===== config.mk =====
export PLATFORM = sky130hd
export DESIGN_NAME = dir_key_conditioner_flat
export DESIGN_NICKNAME = d
export VERILOG_FILES = /design/src/rtl/dir_key_conditioner_pkg.sv /design/src/rtl/dir_key_conditioner_if.sv /design/src/rtl/dir_key_conditioner_key_debounce.sv /design/src/rtl/dir_key_conditioner.sv /design/src/flat_wrapper.sv
export SDC_FILE = /design/constraint.sdc
export NUM_CORES = 1
export LEC_CHECK = 0
export BUFFER_PORTS_ARGS = -buffer_cell sky130_fd_sc_hd__buf_2
export CAP_MARGIN = 30
export CORE_MARGIN = 2
export CORE_UTILIZATION = 50
export CTS_CLUSTER_SIZE = 12
export DETAILED_ROUTE_END_ITERATION = 10
export PLACE_DENSITY = 0.74
export SETUP_SLACK_MARGIN = 0.05
export SLEW_MARGIN = 20
export SYNTH_ARGS = -nofsm -noshare
export SYNTH_HDL_FRONTEND = slang
export SYNTH_HIERARCHICAL = 1
export SYNTH_SLANG_ARGS = --single-unit
export TNS_END_PERCENT = 100

===== constraint.sdc =====
create_clock -name clk -period 3.7 [get_ports clk]
set_clock_uncertainty 0.15 [all_clocks]
set_input_delay 0.555 -clock clk [delete_from_list [all_inputs] [get_ports clk]]
set_output_delay 0.555 -clock clk [all_outputs]
set_load 0.1 [all_outputs]

===== src/rtl/dir_key_conditioner_pkg.sv =====
// Shared constants for the direction key conditioner: direction indices,
// arbitration priority order and the per-key press/repeat FSM encoding.
package dir_key_pkg;

  localparam int unsigned NUM_DIRS = 4;

  localparam int unsigned DIR_U = 0;
  localparam int unsigned DIR_R = 1;
  localparam int unsigned DIR_D = 2;
  localparam int unsigned DIR_L = 3;

  // Highest priority first.
  localparam int unsigned PRIO_ORDER [NUM_DIRS] = '{DIR_U, DIR_R, DIR_D, DIR_L};

  typedef enum logic [1:0] {
    ST_IDLE   = 2'd0,
    ST_DELAY  = 2'd1,
    ST_REPEAT = 2'd2
  } key_state_e;

  // One-hot grant for the highest-priority requesting direction.
  function automatic logic [NUM_DIRS-1:0] first_pending(input logic [NUM_DIRS-1:0] req);
    logic found;
    first_pending = '0;
    found         = 1'b0;
    for (int i = 0; i < NUM_DIRS; i++) begin
      if (!found && req[PRIO_ORDER[i]]) begin
        first_pending[PRIO_ORDER[i]] = 1'b1;
        found                        = 1'b1;
      end
    end
  endfunction

endpackage


===== src/rtl/dir_key_conditioner_if.sv =====
// Button-side and event-side signals of the direction key conditioner.
// Events are fire-and-forget: U/R/D/L are one-cycle pulses with no ready/backpressure.
interface dir_key_conditioner_if;
  logic       up;
  logic       right;
  logic       down;
  logic       left;
  logic       U;
  logic       R;
  logic       D;
  logic       L;
  logic [3:0] held;
  logic [7:0] fsm_state;  // 2 bits per key, {L,D,R,U}

  modport master (output up, right, down, left,
                  input  U, R, D, L, held, fsm_state);
  modport slave  (input  up, right, down, left,
                  output U, R, D, L, held, fsm_state);
endinterface


===== src/rtl/dir_key_conditioner_key_debounce.sv =====
// Per-key 2-FF synchroniser and debounce counter; emits the debounced level
// and a one-cycle strobe on each accepted rising level change.
module key_debounce #(
  parameter int unsigned DEBOUNCE_CYCLES = 1_000_000
) (
  input  logic clk,
  input  logic rst_n,
  input  logic raw_i,
  output logic level_o,
  output logic rise_o
);
  localparam int unsigned CW = (DEBOUNCE_CYCLES > 1) ? $clog2(DEBOUNCE_CYCLES) : 1;
  localparam logic [CW-1:0] CNT_LAST = CW'(DEBOUNCE_CYCLES - 1);

  logic          sync1_q, sync2_q;
  logic          level_q, rise_q;
  logic [CW-1:0] cnt_q;

  always_ff @(posedge clk or negedge rst_n) begin
    if (!rst_n) begin
      sync1_q <= 1'b0;
      sync2_q <= 1'b0;
      level_q <= 1'b0;
      rise_q  <= 1'b0;
      cnt_q   <= '0;
    end else begin
      sync1_q <= raw_i;
      sync2_q <= sync1_q;
      rise_q  <= 1'b0;
      if (sync2_q == level_q) begin
        cnt_q <= '0;
      end else if (cnt_q >= CNT_LAST) begin
        // Sample has disagreed for DEBOUNCE_CYCLES consecutive cycles.
        level_q <= sync2_q;
        rise_q  <= sync2_q;
        cnt_q   <= '0;
      end else begin
        cnt_q <= cnt_q + 1'b1;
      end
    end
  end

  assign level_o = level_q;
  assign rise_o  = rise_q;
endmodule


===== src/rtl/dir_key_conditioner.sv =====
// Direction key conditioner: debounce, press/auto-repeat FSMs, pending bits and
// a U>R>D>L arbiter. Auto-repeat is built only with DIR_KEY_AUTOREPEAT_EN defined.
module dir_key_conditioner
  import dir_key_pkg::*;
#(
  parameter int unsigned DEBOUNCE_CYCLES = 1_000_000,
  parameter int unsigned REPEAT_DELAY    = 40_000_000,
  parameter int unsigned REPEAT_PERIOD   = 10_000_000
) (
  input logic                  clk,
  input logic                  clr,
  dir_key_conditioner_if.slave keys
);
  logic [NUM_DIRS-1:0]   raw, level, rise, set_pend;
  logic [NUM_DIRS-1:0]   pend_q, pend_d, pulse_q, held_q, grant;
  logic [2*NUM_DIRS-1:0] state_flat;

  if (DEBOUNCE_CYCLES < 2 || REPEAT_DELAY < 2 || REPEAT_PERIOD < 2) begin : g_bad_cfg
    $error("dir_key_conditioner: cycle parameters must be at least 2");
  end

`ifdef DIR_KEY_AUTOREPEAT_EN
  localparam int unsigned RMAX = (REPEAT_DELAY > REPEAT_PERIOD) ? REPEAT_DELAY : REPEAT_PERIOD;
  localparam int unsigned RW   = (RMAX > 1) ? $clog2(RMAX) : 1;
  localparam logic [RW-1:0] RD_LAST = RW'(REPEAT_DELAY - 1);
  localparam logic [RW-1:0] RP_LAST = RW'(REPEAT_PERIOD - 1);
`endif

  assign raw[DIR_U] = keys.up;
  assign raw[DIR_R] = keys.right;
  assign raw[DIR_D] = keys.down;
  assign raw[DIR_L] = keys.left;

  for (genvar i = 0; i < NUM_DIRS; i++) begin : g_key
    key_state_e state_q;

    key_debounce #(.DEBOUNCE_CYCLES(DEBOUNCE_CYCLES)) u_debounce (
      .clk     (clk),
      .rst_n   (clr),
      .raw_i   (raw[i]),
      .level_o (level[i]),
      .rise_o  (rise[i])
    );

`ifdef DIR_KEY_AUTOREPEAT_EN
    logic [RW-1:0] rcnt_q;
    logic          delay_done, period_done;

    assign delay_done  = (rcnt_q == RD_LAST);
    assign period_done = (rcnt_q == RP_LAST);

    // A debounced fall wins over a same-cycle repeat tick.
    assign set_pend[i] = ((state_q == ST_IDLE) && rise[i]) ||
                         (level[i] && (((state_q == ST_DELAY)  && delay_done) ||
                                       ((state_q == ST_REPEAT) && period_done)));

    always_ff @(posedge clk or negedge clr) begin
      if (!clr) begin
        state_q <= ST_IDLE;
        rcnt_q  <= '0;
      end else if ((state_q != ST_IDLE) && !level[i]) begin
        state_q <= ST_IDLE;
        rcnt_q  <= '0;
      end else begin
        case (state_q)
          ST_IDLE: begin
            if (rise[i]) state_q <= ST_DELAY;
            rcnt_q <= '0;
          end
          ST_DELAY: begin
            if (delay_done) begin
              state_q <= ST_REPEAT;
              rcnt_q  <= '0;
            end else if (rcnt_q != '1) begin
              rcnt_q <= rcnt_q + 1'b1;
            end
          end
          ST_REPEAT: begin
            if (period_done)        rcnt_q <= '0;
            else if (rcnt_q != '1)  rcnt_q <= rcnt_q + 1'b1;
          end
          default: begin
            state_q <= ST_IDLE;
            rcnt_q  <= '0;
          end
        endcase
      end
    end
`else
    // Press-edge only: DELAY just marks "held since the last press event".
    assign set_pend[i] = (state_q == ST_IDLE) && rise[i];

    always_ff @(posedge clk or negedge clr) begin
      if (!clr)                                 state_q <= ST_IDLE;
      else if ((state_q != ST_IDLE) && !level[i]) state_q <= ST_IDLE;
      else if ((state_q == ST_IDLE) && rise[i])   state_q <= ST_DELAY;
    end
`endif

    assign state_flat[2*i +: 2] = state_q;
  end

  // Set wins over drain so a same-cycle re-trigger produces a second pulse.
  assign grant  = first_pending(pend_q);
  assign pend_d = (pend_q & ~grant) | set_pend;

  always_ff @(posedge clk or negedge clr) begin
    if (!clr) begin
      pend_q  <= '0;
      pulse_q <= '0;
      held_q  <= '0;
    end else begin
      pend_q  <= pend_d;
      pulse_q <= grant;
      held_q  <= level;
    end
  end

  assign keys.U         = pulse_q[DIR_U];
  assign keys.R         = pulse_q[DIR_R];
  assign keys.D         = pulse_q[DIR_D];
  assign keys.L         = pulse_q[DIR_L];
  assign keys.held      = held_q;
  assign keys.fsm_state = state_flat;
endmodule

===== src/flat_wrapper.sv =====
// flat-port wrapper written by rule: the top's interface ports become plain ports
module dir_key_conditioner_flat import dir_key_pkg::*;
#(
  parameter int unsigned DEBOUNCE_CYCLES = 1_000_000,
  parameter int unsigned REPEAT_DELAY    = 40_000_000,
  parameter int unsigned REPEAT_PERIOD   = 10_000_000
)
  (clk, clr, keys_up, keys_right, keys_down, keys_left, keys_U, keys_R, keys_D, keys_L, keys_held, keys_fsm_state);
  dir_key_conditioner_if keys_i ();
  input logic clk;
  input logic clr;
  input wire logic [$bits(keys_i.up)-1:0] keys_up;
  input wire logic [$bits(keys_i.right)-1:0] keys_right;
  input wire logic [$bits(keys_i.down)-1:0] keys_down;
  input wire logic [$bits(keys_i.left)-1:0] keys_left;
  output wire logic [$bits(keys_i.U)-1:0] keys_U;
  output wire logic [$bits(keys_i.R)-1:0] keys_R;
  output wire logic [$bits(keys_i.D)-1:0] keys_D;
  output wire logic [$bits(keys_i.L)-1:0] keys_L;
  output wire logic [$bits(keys_i.held)-1:0] keys_held;
  output wire logic [$bits(keys_i.fsm_state)-1:0] keys_fsm_state;
  assign keys_i.up = keys_up;
  assign keys_i.right = keys_right;
  assign keys_i.down = keys_down;
  assign keys_i.left = keys_left;
  assign keys_U = keys_i.U;
  assign keys_R = keys_i.R;
  assign keys_D = keys_i.D;
  assign keys_L = keys_i.L;
  assign keys_held = keys_i.held;
  assign keys_fsm_state = keys_i.fsm_state;
  dir_key_conditioner #(.DEBOUNCE_CYCLES(DEBOUNCE_CYCLES), .REPEAT_DELAY(REPEAT_DELAY), .REPEAT_PERIOD(REPEAT_PERIOD)) u_core (.clk(clk), .clr(clr), .keys(keys_i));
endmodule

==> results.txt <==
Port Buffers - 17
Fin Hold WS - 0.09548 ns
Cell count after placement - 610
Gpl congestion - 0.7743
Compound-Gate Fraction of Synth Area - 5.600%
First-pass GRT wire length - 14730 um
Vias in the first global route - 3355
Pwr/cell area - 358.7 mW/mm^2
Yosys cell types - 35
Setup TNS - 0 ns
Final cell count without fillers - 625
Count leader, synth - dfrtp_1
Core Util, Final - 55.25%
Largest family of logic cells by synthesized area - simple AND/OR/NAND/NOR gates
EDFF count, synth - 0
Post-Syn Area - 0.005363 mm^2
Synth area leader - dfrtp_1
Fill cell total of the finished layout - 894
Initial Util - 51.71%
H-tree Lvls - 3
Clk buf depth - 2
Setup bufs post-CTS - 0
Core Box Area - 0.01037 mm^2
RR Startpoint - u_core/g_key[0].u_debounce/cnt_q[0]
Total number of vias - 3241
Static leakage - 2.396 nW
Fin. Hold Viols - 0
Adder-cell share of the synthesized area - 0.9333%
Layout area overhead - 6.836%
Clk root buf - clkbuf_8
Number of synthesized register bits - 112
Register area share after synthesis - 52.26%
Die height - 107.6 um
ANT nets after route - 0
DIE WIDTH - 107.6 um
Final period utilization - 62.96%
Synth top cells by count - dfrtp_1, nor2_1, xnor2_1, xor2_1, nand2_1
Resize count post-CTS - 0
Cts hold-fix bufs - 0
Crit path max fanout - 19
GR Util All Layers - 15.92%
Reg clk slew, reported paths - 0.10 ns
Max_slew headroom - 46.31%
Synth Flop Type - dfrtp_1
Final WL - 8180 um
Io pins - 22
Simple-Gate Fraction of Synth Area - 26.20%
R2R Setup Slk - 1.37 ns
Number of max-cap violations - 0
CP Class - flop to flop
CP Capture Type - flop
Yosys warning count - 6
Hold/Removal Path Class - input port to async pin
Mux cell area share after synthesis - 0.8399%
Synthesized area per cell - 11.63 um^2
ANT cells - 0
Final HPWL from detailed placement - 5469 um
DRC errors left - 0
Clock Latency Late Sink - 0.37 ns
Total power - 2.055 mW
Status - completed
Clock sink count - 112
Final nets - 495
Rows - 37
Total die area - 0.01157 mm^2
Slew Viols, Final - 0
XOR/XNOR Fraction of Synth Area - 11.76%
Unrepaired setup endpoints after global routing - no
WL per Instance - 13.09 um
1st-iter DRT viols - 111
Worst r2r dst - u_core/g_key[0].u_debounce/cnt_q[2]
Share of the synthesized area in the top cell type - 52.26%
Largest net degree at the start of global routing - 113
Initial antenna violation count - 0
Layout cells sized above 1 - 19.02%
Worst Path Required - 3.77 ns
R2R depth - 6
Total congestion overflow - 0
Synth Instances - 461
Fin crit period - 2.330 ns
Ranking of synthesized cells by area - dfrtp_1, nor2_4, xnor2_1
TritonCTS clock tree - built
Drt first pass iters - 4
Routed vias/inst - 5.186
Worst-Margin Slew - 0.8033 ns
Asr flop ratio synth - 100.0%
Peak supply drop - 0.2007 mV
Startpoint Class - flop
Max Clock Freq - 429.3 MHz
Cts bufs inserted - 9
Arr. time, crit path - 2.40 ns
# setup viols final - 0
kinds of logic after synthesis:
kind of cell,Yosys count
other cells,1
xor+xnor,72
simple gates,229
compound gates,27
buf+inv,12
fa+ha+maj,4
flops,112
mux,4
how the worst max path moves through the flow:
stage / startpoint / end / slack, ns
5_1_grt: u_core/g_key[0].u_debounce/cnt_q[0] / u_core/g_key[0].u_debounce/cnt_q[4] / 1.19
6_report: u_core/g_key[0].u_debounce/cnt_q[0] / u_core/g_key[0].u_debounce/cnt_q[2] / 1.37
2_1_floorplan: u_core/g_key[0].u_debounce/cnt_q[0] / u_core/g_key[0].u_debounce/level_o / 1.79
3_3_place_gp: u_core/g_key[0].u_debounce/cnt_q[0] / u_core/g_key[0].u_debounce/cnt_q[7] / 1.42
3_5_place_dp: u_core/g_key[3].u_debounce/cnt_q[0] / u_core/g_key[3].u_debounce/cnt_q[5] / 1.36
4_1_cts: u_core/g_key[3].u_debounce/cnt_q[0] / u_core/g_key[3].u_debounce/cnt_q[5] / 1.34
area by class of cell:
type                       count  area, um^2  share of cell area [%]
clock buffer                  12       145.1                   2.533
clock inverter                 3       42.54                  0.7425
sequential                   112        2803                   48.92
timing repair buffer          18       107.6                   1.878
multi-input combinational    340        2446                   42.70
inverter                       4       15.01                  0.2621
tap                          136       170.2                   2.970
state kept, by name, indices dropped and copies added, names as in the netlist:
signal	count
u_core/pulse_q	4
u_core/g_key.u_debounce/rise_o	4
u_core/g_key.u_debounce/level_o	4
u_core/g_key.u_debounce/sync1_q	4
u_core/pend_q	4
u_core/g_key.u_debounce/sync2_q	4
u_core/keys.held	4
u_core/g_key.u_debounce/cnt_q	80
u_core/g_key.state_q	4
report_power, final:
group	internal (mW)	switching (mW)	leakage [nW]
registers	1.24	0.0125	1.54
logic	0.0229	0.0761	0.767
clock network	0.328	0.378	0.0925
critical path, cell delays in order (launching register included):
cell      delay [ns]
dfrtp_1         0.40
ha_1            0.25
nand2_1         0.12
o211ai_1        0.29
a311oi_4        0.18
o21bai_4        0.66
nor2_1          0.12
through the flow:
stage | worst slack (ns) | cell area, um^2
5_1_grt | 1.188 | 5729
3_3_place_gp | 1.416 | 5542
4_1_cts | 1.338 | 5729
3_5_place_dp | 1.362 | 5542
6_report | 1.370 | 5729
2_1_floorplan | 1.795 | 5374
cells in the final DEF, fill, tap and decap left out, types with 2 or more instances in the layout:
cell      Yosys  final
dfrtp_1     112    112
nor2_1       64     64
xnor2_1      36     36
xor2_1       36     36
nand2_1      34     34
nand3_1      32     32
nor2_4       32     32
buf_2         0     16
nand4_1      16     16
and4_1       12     12
clkbuf_8      0     10
nor3_2        8      8
nor2_2        8      8
conb_1        1      4
nor3_1        4      4
o211ai_1      4      4
or3_4         4      4
o21a_1        4      4
a311oi_4      4      4
o21bai_4      4      4
and3_1        4      4
inv_1         4      4
o21ai_1       4      4
a21oi_1       4      4
nor4b_1       4      4
mux2_1        4      4
ha_1          4      4
nand2b_1      3      3
clkbuf_1      0      2
per-layer routing:
metal | global-route usage, % | part of all wire (%) | vias up
met5 | 0 | 0 | -
met4 | 5.495 | 1.6 | 0
met3 | 4.419 | 3.3 | 12
met2 | 26.95 | 50 | 34
met1 | 19.57 | 45 | 1587
li1 | - | - | 1608
No activity file was read; power rests on OpenSTA's default activity.
